**src/rtl/ascon_perm_round_ctrl.sv**
```systemverilog
// ---------------------------------------------------------------------------
// ascon_perm_round_ctrl
//
// Round sequencer for the iterative ASCON permutation (p^12 / p^8 / p^6).
// A 320-bit state (five 64-bit lanes x0..x4) is loaded on an accepted start.
// One round per clock is then applied by an external round datapath
// (constant addition -> substitution -> linear diffusion). This block owns
// the state register and the round index. It captures each round result and
// pulses done_o once the final round has been captured.
//
// Optional feature macro: ASCON_PERM_BUSY_ERR_EN
//   defined     : err_o pulses for one cycle after any edge that sees
//                 start_i while a permutation is running.
//   not defined : err_o is tied low.
//
// Ports
//   clock_i        in   1        system clock, rising edge
//   resetb_i       in   1        asynchronous active-low reset
//   start_i        in   1        permutation request (accepted in IDLE/DONE)
//   mode_i         in   2        00 p^12, 01 p^8, 10 p^6, 11 runs as p^12
//   state_i        in   5x64     initial state, sampled with an accepted start
//   round_state_i  in   5x64     round datapath result for round_state_o/round_o
//   round_state_o  out  5x64     state register, feeds the round datapath
//   round_o        out  4        round index for constant addition
//   state_o        out  5x64     permutation result (same register)
//   busy_o         out  1        high while rounds are running
//   done_o         out  1        one-cycle pulse, state_o holds the result
//   err_o          out  1        start-while-busy flag (see macro above)
// ---------------------------------------------------------------------------
module ascon_perm_round_ctrl #(
    parameter int ROUND_MAX = 12
) (
    input  logic             clock_i,
    input  logic             resetb_i,
    input  logic             start_i,
    input  logic [1:0]       mode_i,
    input  logic [4:0][63:0] state_i,
    input  logic [4:0][63:0] round_state_i,
    output logic [4:0][63:0] round_state_o,
    output logic [3:0]       round_o,
    output logic [4:0][63:0] state_o,
    output logic             busy_o,
    output logic             done_o,
    output logic             err_o
);

    localparam logic [3:0] LAST_ROUND = 4'(ROUND_MAX - 1);

    typedef enum logic [1:0] {
        ST_IDLE = 2'd0,
        ST_RUN  = 2'd1,
        ST_DONE = 2'd2
    } fsm_t;

    fsm_t             fsm_q;
    fsm_t             fsm_d;
    logic [3:0]       round_q;
    logic [4:0][63:0] state_q;
    logic             load;
    logic             last_round;

    // Shorter permutations run the tail of the constant table, so the
    // first round index is ROUND_MAX - N. The reserved mode runs the full p^12.
    function automatic logic [3:0] first_round(input logic [1:0] mode);
        case (mode)
            2'b01:   first_round = 4'(ROUND_MAX - 8);
            2'b10:   first_round = 4'(ROUND_MAX - 6);
            default: first_round = 4'(ROUND_MAX - 12);
        endcase
    endfunction

    // A start is only honoured outside RUN. Accepting it in DONE gives
    // back-to-back permutations without an idle bubble.
    assign load       = start_i && (fsm_q != ST_RUN);
    assign last_round = (round_q == LAST_ROUND);

    // ---- FSM state register ----
    always_ff @(posedge clock_i or negedge resetb_i) begin
        if (!resetb_i) begin
            fsm_q <= ST_IDLE;
        end else begin
            fsm_q <= fsm_d;
        end
    end

    // ---- FSM next-state logic ----
    always_comb begin
        fsm_d = fsm_q;
        case (fsm_q)
            ST_IDLE: begin
                if (start_i) begin
                    fsm_d = ST_RUN;
                end
            end
            ST_RUN: begin
                if (last_round) begin
                    fsm_d = ST_DONE;
                end
            end
            ST_DONE: begin
                fsm_d = start_i ? ST_RUN : ST_IDLE;
            end
            default: begin
                fsm_d = ST_IDLE;
            end
        endcase
    end

    // ---- State and round registers ----
    // The state register is cleared by reset so that an aborted run leaves
    // no partial result visible.
    always_ff @(posedge clock_i or negedge resetb_i) begin
        if (!resetb_i) begin
            state_q <= '0;
            round_q <= '0;
        end else if (load) begin
            state_q <= state_i;
            round_q <= first_round(mode_i);
        end else if (fsm_q == ST_RUN) begin
            state_q <= round_state_i;
            round_q <= last_round ? 4'd0 : round_q + 4'd1;
        end
    end

    // ---- FSM output logic ----
    always_comb begin
        busy_o  = 1'b0;
        done_o  = 1'b0;
        round_o = '0;
        case (fsm_q)
            ST_RUN: begin
                busy_o  = 1'b1;
                round_o = round_q;
            end
            ST_DONE: begin
                done_o = 1'b1;
            end
            default: begin
                busy_o = 1'b0;
            end
        endcase
    end

    assign round_state_o = state_q;
    assign state_o       = state_q;

`ifdef ASCON_PERM_BUSY_ERR_EN
    logic err_q;

    // ---- Busy-error flag register ----
    always_ff @(posedge clock_i or negedge resetb_i) begin
        if (!resetb_i) begin
            err_q <= 1'b0;
        end else begin
            err_q <= start_i && (fsm_q == ST_RUN);
        end
    end

    assign err_o = err_q;
`else
    assign err_o = 1'b0;
`endif

endmodule

```
**config.mk**
```make
export PLATFORM = sky130hd
export DESIGN_NAME = ascon_perm_round_ctrl
export DESIGN_NICKNAME = d
export VERILOG_FILES = /design/src/rtl/ascon_perm_round_ctrl.sv
export SDC_FILE = /design/constraint.sdc
export NUM_CORES = 1
export LEC_CHECK = 0
export CAP_MARGIN = 30
export CORE_AREA = 2 2 509 511
export DETAILED_ROUTE_END_ITERATION = 7
export DIE_AREA = 0 0 511 513
export PLACE_DENSITY = 0.33
export SYNTH_ARGS = -nofsm -noshare
export SYNTH_HDL_FRONTEND = slang
export SYNTH_SLANG_ARGS = --single-unit
export TNS_END_PERCENT = 5
```
**constraint.sdc**
```tcl
create_clock -name clock_i -period 1.57 [get_ports clock_i]
set_clock_uncertainty 0.1 [all_clocks]
set_input_delay 0.314 -clock clock_i [delete_from_list [all_inputs] [get_ports clock_i]]
set_output_delay 0.314 -clock clock_i [all_outputs]
set_load 0.005 [all_outputs]
```
==> impl_metrics.py, run 1 <==
metrics = {
    "routing": {
        "drt_iter0_drc": 865,
        "wl_mm": 177,
        "vias": 18300,
        "route.detailed.drc": 0,
        "ant_nets": 0,
        "wl_per_cell_microns": 27.5,
        "first_pass_iters": 5,
        "via_per_inst": 2.85,
    },
    "grt": {
        "grt_max_degree": 55,
        "grt_pass1_wl_mm": 221,
        "antenna_found_initial": 143,
        "grt_use_total_pct": 13.0,
        "grt_pass1_vias": 19000,
        "grt-ovfl-total": 0,
    },
    "critical_path": {
        "crit_slowest_cell": "dfrtp_1",
        "path_class": "flop to output port",
        "required_ns": 1.16,
        "crit_path_end_kind": "output port",
        "cp_cell_sequence": "nand2b_4 -> clkinv_16 -> buf_16 -> and2_4 -> buf_6",
        "crit_arrival_ns": 1.71,
        "crit_fanout": 4,
        "cp-start-kind": "flop",
        "max_stage_delay_ns": 0.41,
    },
    "synthesis": {
        "synth_ff_type": "dfrtp_1",
        "ys_types": 30,
        "yosysWarnings": 0,
        "synth_top_area_share_pct": 46.4,
        "synth_edf_count": 0,
        "synth.most_common_cell": "buf_4",
        "synth_area_sq_mm": 0.0176,
        "postSynthCellCount": 1746,
        "seq_area_frac_synth_pct": 46.4,
        "netlist.top_cell.by_area": "dfrtp_1",
        "ys_ff_latch": 326,
        "synth_commonest_cells": "buf_4, dfrtp_1, nand2_1",
        "syn_avg_cell_area_sq_um": 10.1,
        "syn-num-nets": 2393,
        "async_reset_ff_share_pct": 100,
        "yosys-top-cells-area": "dfrtp_1, mux2i_1, buf_4, o21ai_0, nand2_1",
    },
    "floorplanning": {
        "io_pins": 1292,
        "rows": 186,
        "start_util_pct": 6.86,
        "dieArea_sq_mm": 0.262,
        "core_region_area_sq_mm": 0.256,
        "fp.dieH_microns": 513,
        "die_x_microns": 511,
    },
    "timing": {
        "finalSetupTns_ns": -113.78,
        "min_period_ns": 2.12,
        "maxSlewViolCount": 0,
        "hold_violations": 0,
        "fin_crit_sh_pct": 135,
        "hold_ws_ns": 0.0915,
        "rsz0062_at_grt": "yes",
        "maxSlewHeadroom_pct": 43.6,
        "worst_pin_slew_ns": 0.844,
        "layout_setup_ws_ns": -0.553,
        "fmax_ghz": 0.471,
        "final-setup-viol-count": 915,
    },
    "layout": {
        "final_nets": 3644,
        "area_growth_pct": 104,
        "register_area_sq_mm": 0.00825,
        "final_cells": 6439,
        "multi_input_area_sq_mm": 0.00622,
        "drive_gt1_share_pct": 34.0,
        "nFillCells": 29100,
    },
    "placed_design": {
        "hpwl_mm": 155,
        "dp_slack_ns": -0.341,
        "place.gp.congestion": 0.862,
        "io_buffers": 1290,
        "placedCellCount": 6228,
    },
    "run": {
        "maxCapViolations": 0,
    },
    "clock_network": {
        "cts_buffers": 50,
        "cts_buffer_depth": 3,
        "cts_sinks": 326,
        "htree_levels": 2,
        "clkLatencyLatePin_ns": 0.66,
        "clk_pin_slew_ns": 0.06,
        "cts_tree": "yes",
        "clockRootBuffer": "clkbuf_16",
    },
    "pwr": {
        "p_total_mw": 61.9,
        "p_leak_nw": 15.9,
        "ir_drop_uv": 812,
        "power_density_mw_per_mm2": 1730,
    },
    "status": {
        "violations": "setup timing",
        "status": "finished, violations left",
    },
    "hold_path": {
        "hold_class": "primary input to flop",
    },
}
-- critical path: cells and delay by family, from the launching register on --
kind	cells	cell delay, ns
flops	1	0.41
simple gates	2	0.30
buf+inv	3	0.32
-- logic make-up after synthesis --
| family | Yosys count | synth area share, % |
|---|---|---|
| mux | 322 | 18.3 |
| fa+ha+maj | 2 | 0.142 |
| other cells | 1 | 0.0213 |
| flops | 326 | 46.4 |
| compound gates | 326 | 9.33 |
| xor+xnor | 1 | 0.0499 |
| buf+inv | 433 | 18.4 |
| simple gates | 335 | 7.33 |
-- placed cells by master, fill, tap and decap left out, drive strengths merged --
master         count
dlygate4sd2       11
dlygate4sd3       46
nor3               1
o2bb2ai            1
diode             22
nor2b              1
mux2i            322
a21oi              1
ha                 2
clkbuf           336
inv                5
clkinvlp           3
xnor2              1
nand2b             1
buf              611
and2               3
dfrtp            326
nor2               2
nand3b             1
conb               1
dlymetal6s2s      13
nand2            323
nand3              1
clkinv             6
clkdlybuf4s15     41
o21ai            323
nor4b              2
a211o              1
clkdlybuf4s50    643
bufinv             5
-- final cells by class --
cell class | count | share of cell area [%]
clock inverter | 15 | 0.696
multi-input combinational | 987 | 17.4
timing repair buffer | 1628 | 42.8
clock buffer | 73 | 3.99
antenna | 22 | 0.154
inverter | 4 | 0.115
sequential | 326 | 23.0
tap | 3384 | 11.8
-- through the flow --
| step | area [sq um] | utilization [%] |
|---|---|---|
| floorplan | 17600 | - |
| global placement | 34900 | 13.6 |
| detailed placement | 34900 | 13.6 |
| CTS | 36800 | 14.4 |
| global route | 35700 | 13.9 |
| finish | 35800 | 14.0 |
-- flip-flops by register name (all words and copies together) (netlist names) --
name	count
fsm_q	2
round_q	4
round_state_o	320
-- worst paths after layout --
kind | from | to | slack [ns] | depth (start not counted)
worst max register to register | fsm_q[1] | round_state_o[79] | -0.24 | 7
worst max-delay path | fsm_q[0] | round_o[1] | -0.55 | 5
max in group asynchronous | resetb_i | round_state_o[142] | -0.18 | 3
min in group asynchronous | resetb_i | round_state_o[227] | 0.23 | 3
worst min register to register | round_q[0] | round_q[0] | 0.49 | 1
worst min-delay path | round_state_i[124] | round_state_o[124] | 0.09 | 3
-- per-layer routing --
layer | vias up | track usage, % | wire (microns)
li1 | 8120 | - | -
met1 | 8741 | 14.9 | 69100
met2 | 1110 | 20.7 | 78600
met3 | 258 | 8.14 | 25000
met4 | 94 | 2.31 | 3590
met5 | - | 0 | 607
-- what timing repair did --
action | 4_1_cts | 5_1_grt
buffers inserted | 35 | 24
pin swaps | 2 | 1
hold buffers | 46 | 0
endpoints found under the setup margin | 958 | 973
gates cloned | 0 | 0
resized for setup | 801 | 686
hold endpoints to repair | 370 | 0
-- where the power goes --
part | internal, mW | switching [mW]
logic | 16.7 | 16.8
clock network | 7.12 | 5.01
registers | 12.1 | 4.19
Note: power is estimated with default switching activity, not from simulation.
==> run 2, diff against run 1 <==
--- a/config.mk
+++ b/config.mk
@@ -6,10 +6,11 @@
 export NUM_CORES = 1
 export LEC_CHECK = 0
 export CAP_MARGIN = 30
-export CORE_AREA = 2 2 509 511
+export CORE_AREA = 2 2 510 512
 export DETAILED_ROUTE_END_ITERATION = 7
-export DIE_AREA = 0 0 511 513
-export PLACE_DENSITY = 0.33
+export DIE_AREA = 0 0 512 514
+export PLACE_DENSITY = 0.32
+export SLEW_MARGIN = 20
 export SYNTH_ARGS = -nofsm -noshare
 export SYNTH_HDL_FRONTEND = slang
 export SYNTH_SLANG_ARGS = --single-unit
==> constraint.sdc (replaced) <==
create_clock -name clock_i -period 2.6 [get_ports clock_i]
set_clock_uncertainty 0.1 [all_clocks]
set_input_delay 0.52 -clock clock_i [delete_from_list [all_inputs] [get_ports clock_i]]
set_output_delay 0.52 -clock clock_i [all_outputs]
set_load 0.005 [all_outputs]
==> run 2 against run 1 <==
Effect of this change: the run now ends clean; via count is 6.0% lower; routed wire length is 1.6% lower; critical path depth is 4 lower; register-to-register slack better by 0.79 ns; clock power is 42% lower; critical endpoint is now round_state_o[257]; largest power group unchanged; highest routed layer unchanged.
==> impl_metrics.py, run 2 (synthesis results as in run 1) <==
metrics = {
    "pwr": {
        "p_total_mw": 35.5,
        "ir_drop_uv": 454,
        "p_leak_nw": 13.7,
        "power_density_mw_per_mm2": 1050,
    },
    "hold_path": {
        "hold_class": "primary input to async pin",
    },
    "placed_design": {
        "dpl_cell_area_sq_mm": 0.0323,
        "placedCellCount": 6077,
        "dp_slack_ns": 0.421,
        "io_buffers": 1290,
        "place.gp.congestion": 0.842,
        "hpwl_mm": 152,
    },
    "layout": {
        "nFillCells": 29300,
        "mostFrequentLayoutCells": "clkdlybuf4s50_1, nand2_1, mux2i_1",
        "final_nets": 3379,
        "drive_gt1_share_pct": 6.35,
        "largest_register_ffs": 320,
        "area_growth_pct": 93.0,
        "final_cells": 6198,
        "final_area_sq_mm": 0.0339,
        "final_common_cell": "clkdlybuf4s50_1",
    },
    "timing": {
        "min_period_ns": 2.53,
        "finalSetupTns_ns": 0,
        "rsz0062_at_grt": "no",
        "fmax_ghz": 0.395,
        "final-setup-viol-count": 0,
        "worst_pin_slew_ns": 0.600,
        "maxSlewViolCount": 0,
        "fin_crit_sh_pct": 97.4,
        "hold_violations": 0,
        "maxSlewHeadroom_pct": 60.0,
        "layout_setup_ws_ns": 0.0669,
    },
    "floorplanning": {
        "dieArea_sq_mm": 0.263,
        "rows": 187,
        "fp.dieH_microns": 514,
        "start_util_pct": 6.81,
        "core_region_area_sq_mm": 0.258,
        "die_x_microns": 512,
        "io_pins": 1292,
    },
    "critical_path": {
        "crit_fanout": 3,
        "cp_cell_sequence": "clkdlybuf4s50_1",
        "cp_top_family": "buffers and inverters",
        "path_class": "flop to output port",
        "required_ns": 1.98,
        "crit_path_end_kind": "output port",
        "crit_slowest_cell": "clkdlybuf4s50_1",
        "crit_buf_inv": 1,
        "crit_arrival_ns": 1.91,
        "reg2reg_slack_ns": 0.55,
        "cp-start-kind": "flop",
        "max_stage_delay_ns": 0.77,
    },
    "grt": {
        "grt_pass1_vias": 17700,
        "antenna_found_initial": 116,
        "grt_max_degree": 107,
        "grt_use_total_pct": 12.7,
        "grt_pass1_wl_mm": 215,
        "grt-ovfl-total": 0,
    },
    "clock_network": {
        "clk_pin_slew_ns": 0.06,
        "clkLatencyLatePin_ns": 0.67,
        "htree_levels": 2,
        "cts_buffer_depth": 3,
        "clockRootBuffer": "clkbuf_16",
        "cts_tree": "yes",
        "cts_buffers": 50,
        "cts_sinks": 326,
    },
    "routing": {
        "vias": 17200,
        "first_pass_iters": 7,
        "wl_mm": 174,
        "route.detailed.drc": 0,
        "wl_per_cell_microns": 28.1,
        "ant_nets": 0,
        "via_per_inst": 2.78,
        "drt_iter0_drc": 800,
    },
    "run": {
        "maxCapViolations": 0,
    },
    "status": {
        "status": "finished, final reports clean",
    },
}
## run 2: changes by cell type in the layout (fill, tap and decap cells not counted), sizes merged, moves of 6 or more
cell	change
clkdlybuf4s50	+566
buf	-526
clkbuf	-260
dlygate4sd2	+52
dlygate4sd3	-45
clkdlybuf4s15	-41
dlymetal6s2s	-8
clkinv	+6
## run 2: through the flow
stage          hold slack, ns  util [%]
6_report                0.210      13.1
5_1_grt                 0.202      13.1
4_1_cts                 0.152      13.1
3_5_place_dp            0.323      12.5
3_3_place_gp            0.320      12.5
2_1_floorplan           0.124         -
## run 2: layout make-up
cell class	instances	area, sq um	share of cell area [%]
Sequential cell	326	8170	24.1
Inverter	4	41.3	0.122
Clock inverter	15	151	0.446
Timing Repair Buffer	1363	13600	40.0
Tap cell	3402	4260	12.5
Antenna cell	25	62.6	0.184
Clock buffer	76	1460	4.30
Multi-Input combinational cell	987	6200	18.3
## run 2: what timing repair did
action | CTS | global route
hold endpoints to repair | 75 | 0
gates cloned | 0 | 0
buffers inserted | 4 | 0
setup endpoints to repair | 87 | 5
resized for setup | 79 | 5
hold buffers | 1 | 0
## run 2: where the power goes
group,internal [mW],total [mW],switching [mW]
clock network,4.05,7.06,3.01
logic,9.09,17.9,8.79
registers,7.21,10.5,3.34
## run 2: worst paths after layout
check	startpoint	cells after the start	endpoint
max in group asynchronous	resetb_i	4	round_state_o[17]
worst max register to register	fsm_q[1]	6	round_state_o[144]
worst max-delay path	round_state_o[257]	1	round_state_o[257]
worst min register to register	fsm_q[0]	1	fsm_q[0]
worst min-delay path	resetb_i	2	round_state_o[229]
min in group clock_i	start_i	3	round_state_o[143]
## run 2: routing by layer
metal,up-vias,wire (microns),global-route usage [%]
met4,76,3490,2.55
met2,1071,77600,20.1
met3,210,25500,8.12
li1,7604,-,-
met1,8262,66900,14.3
met5,-,506,0
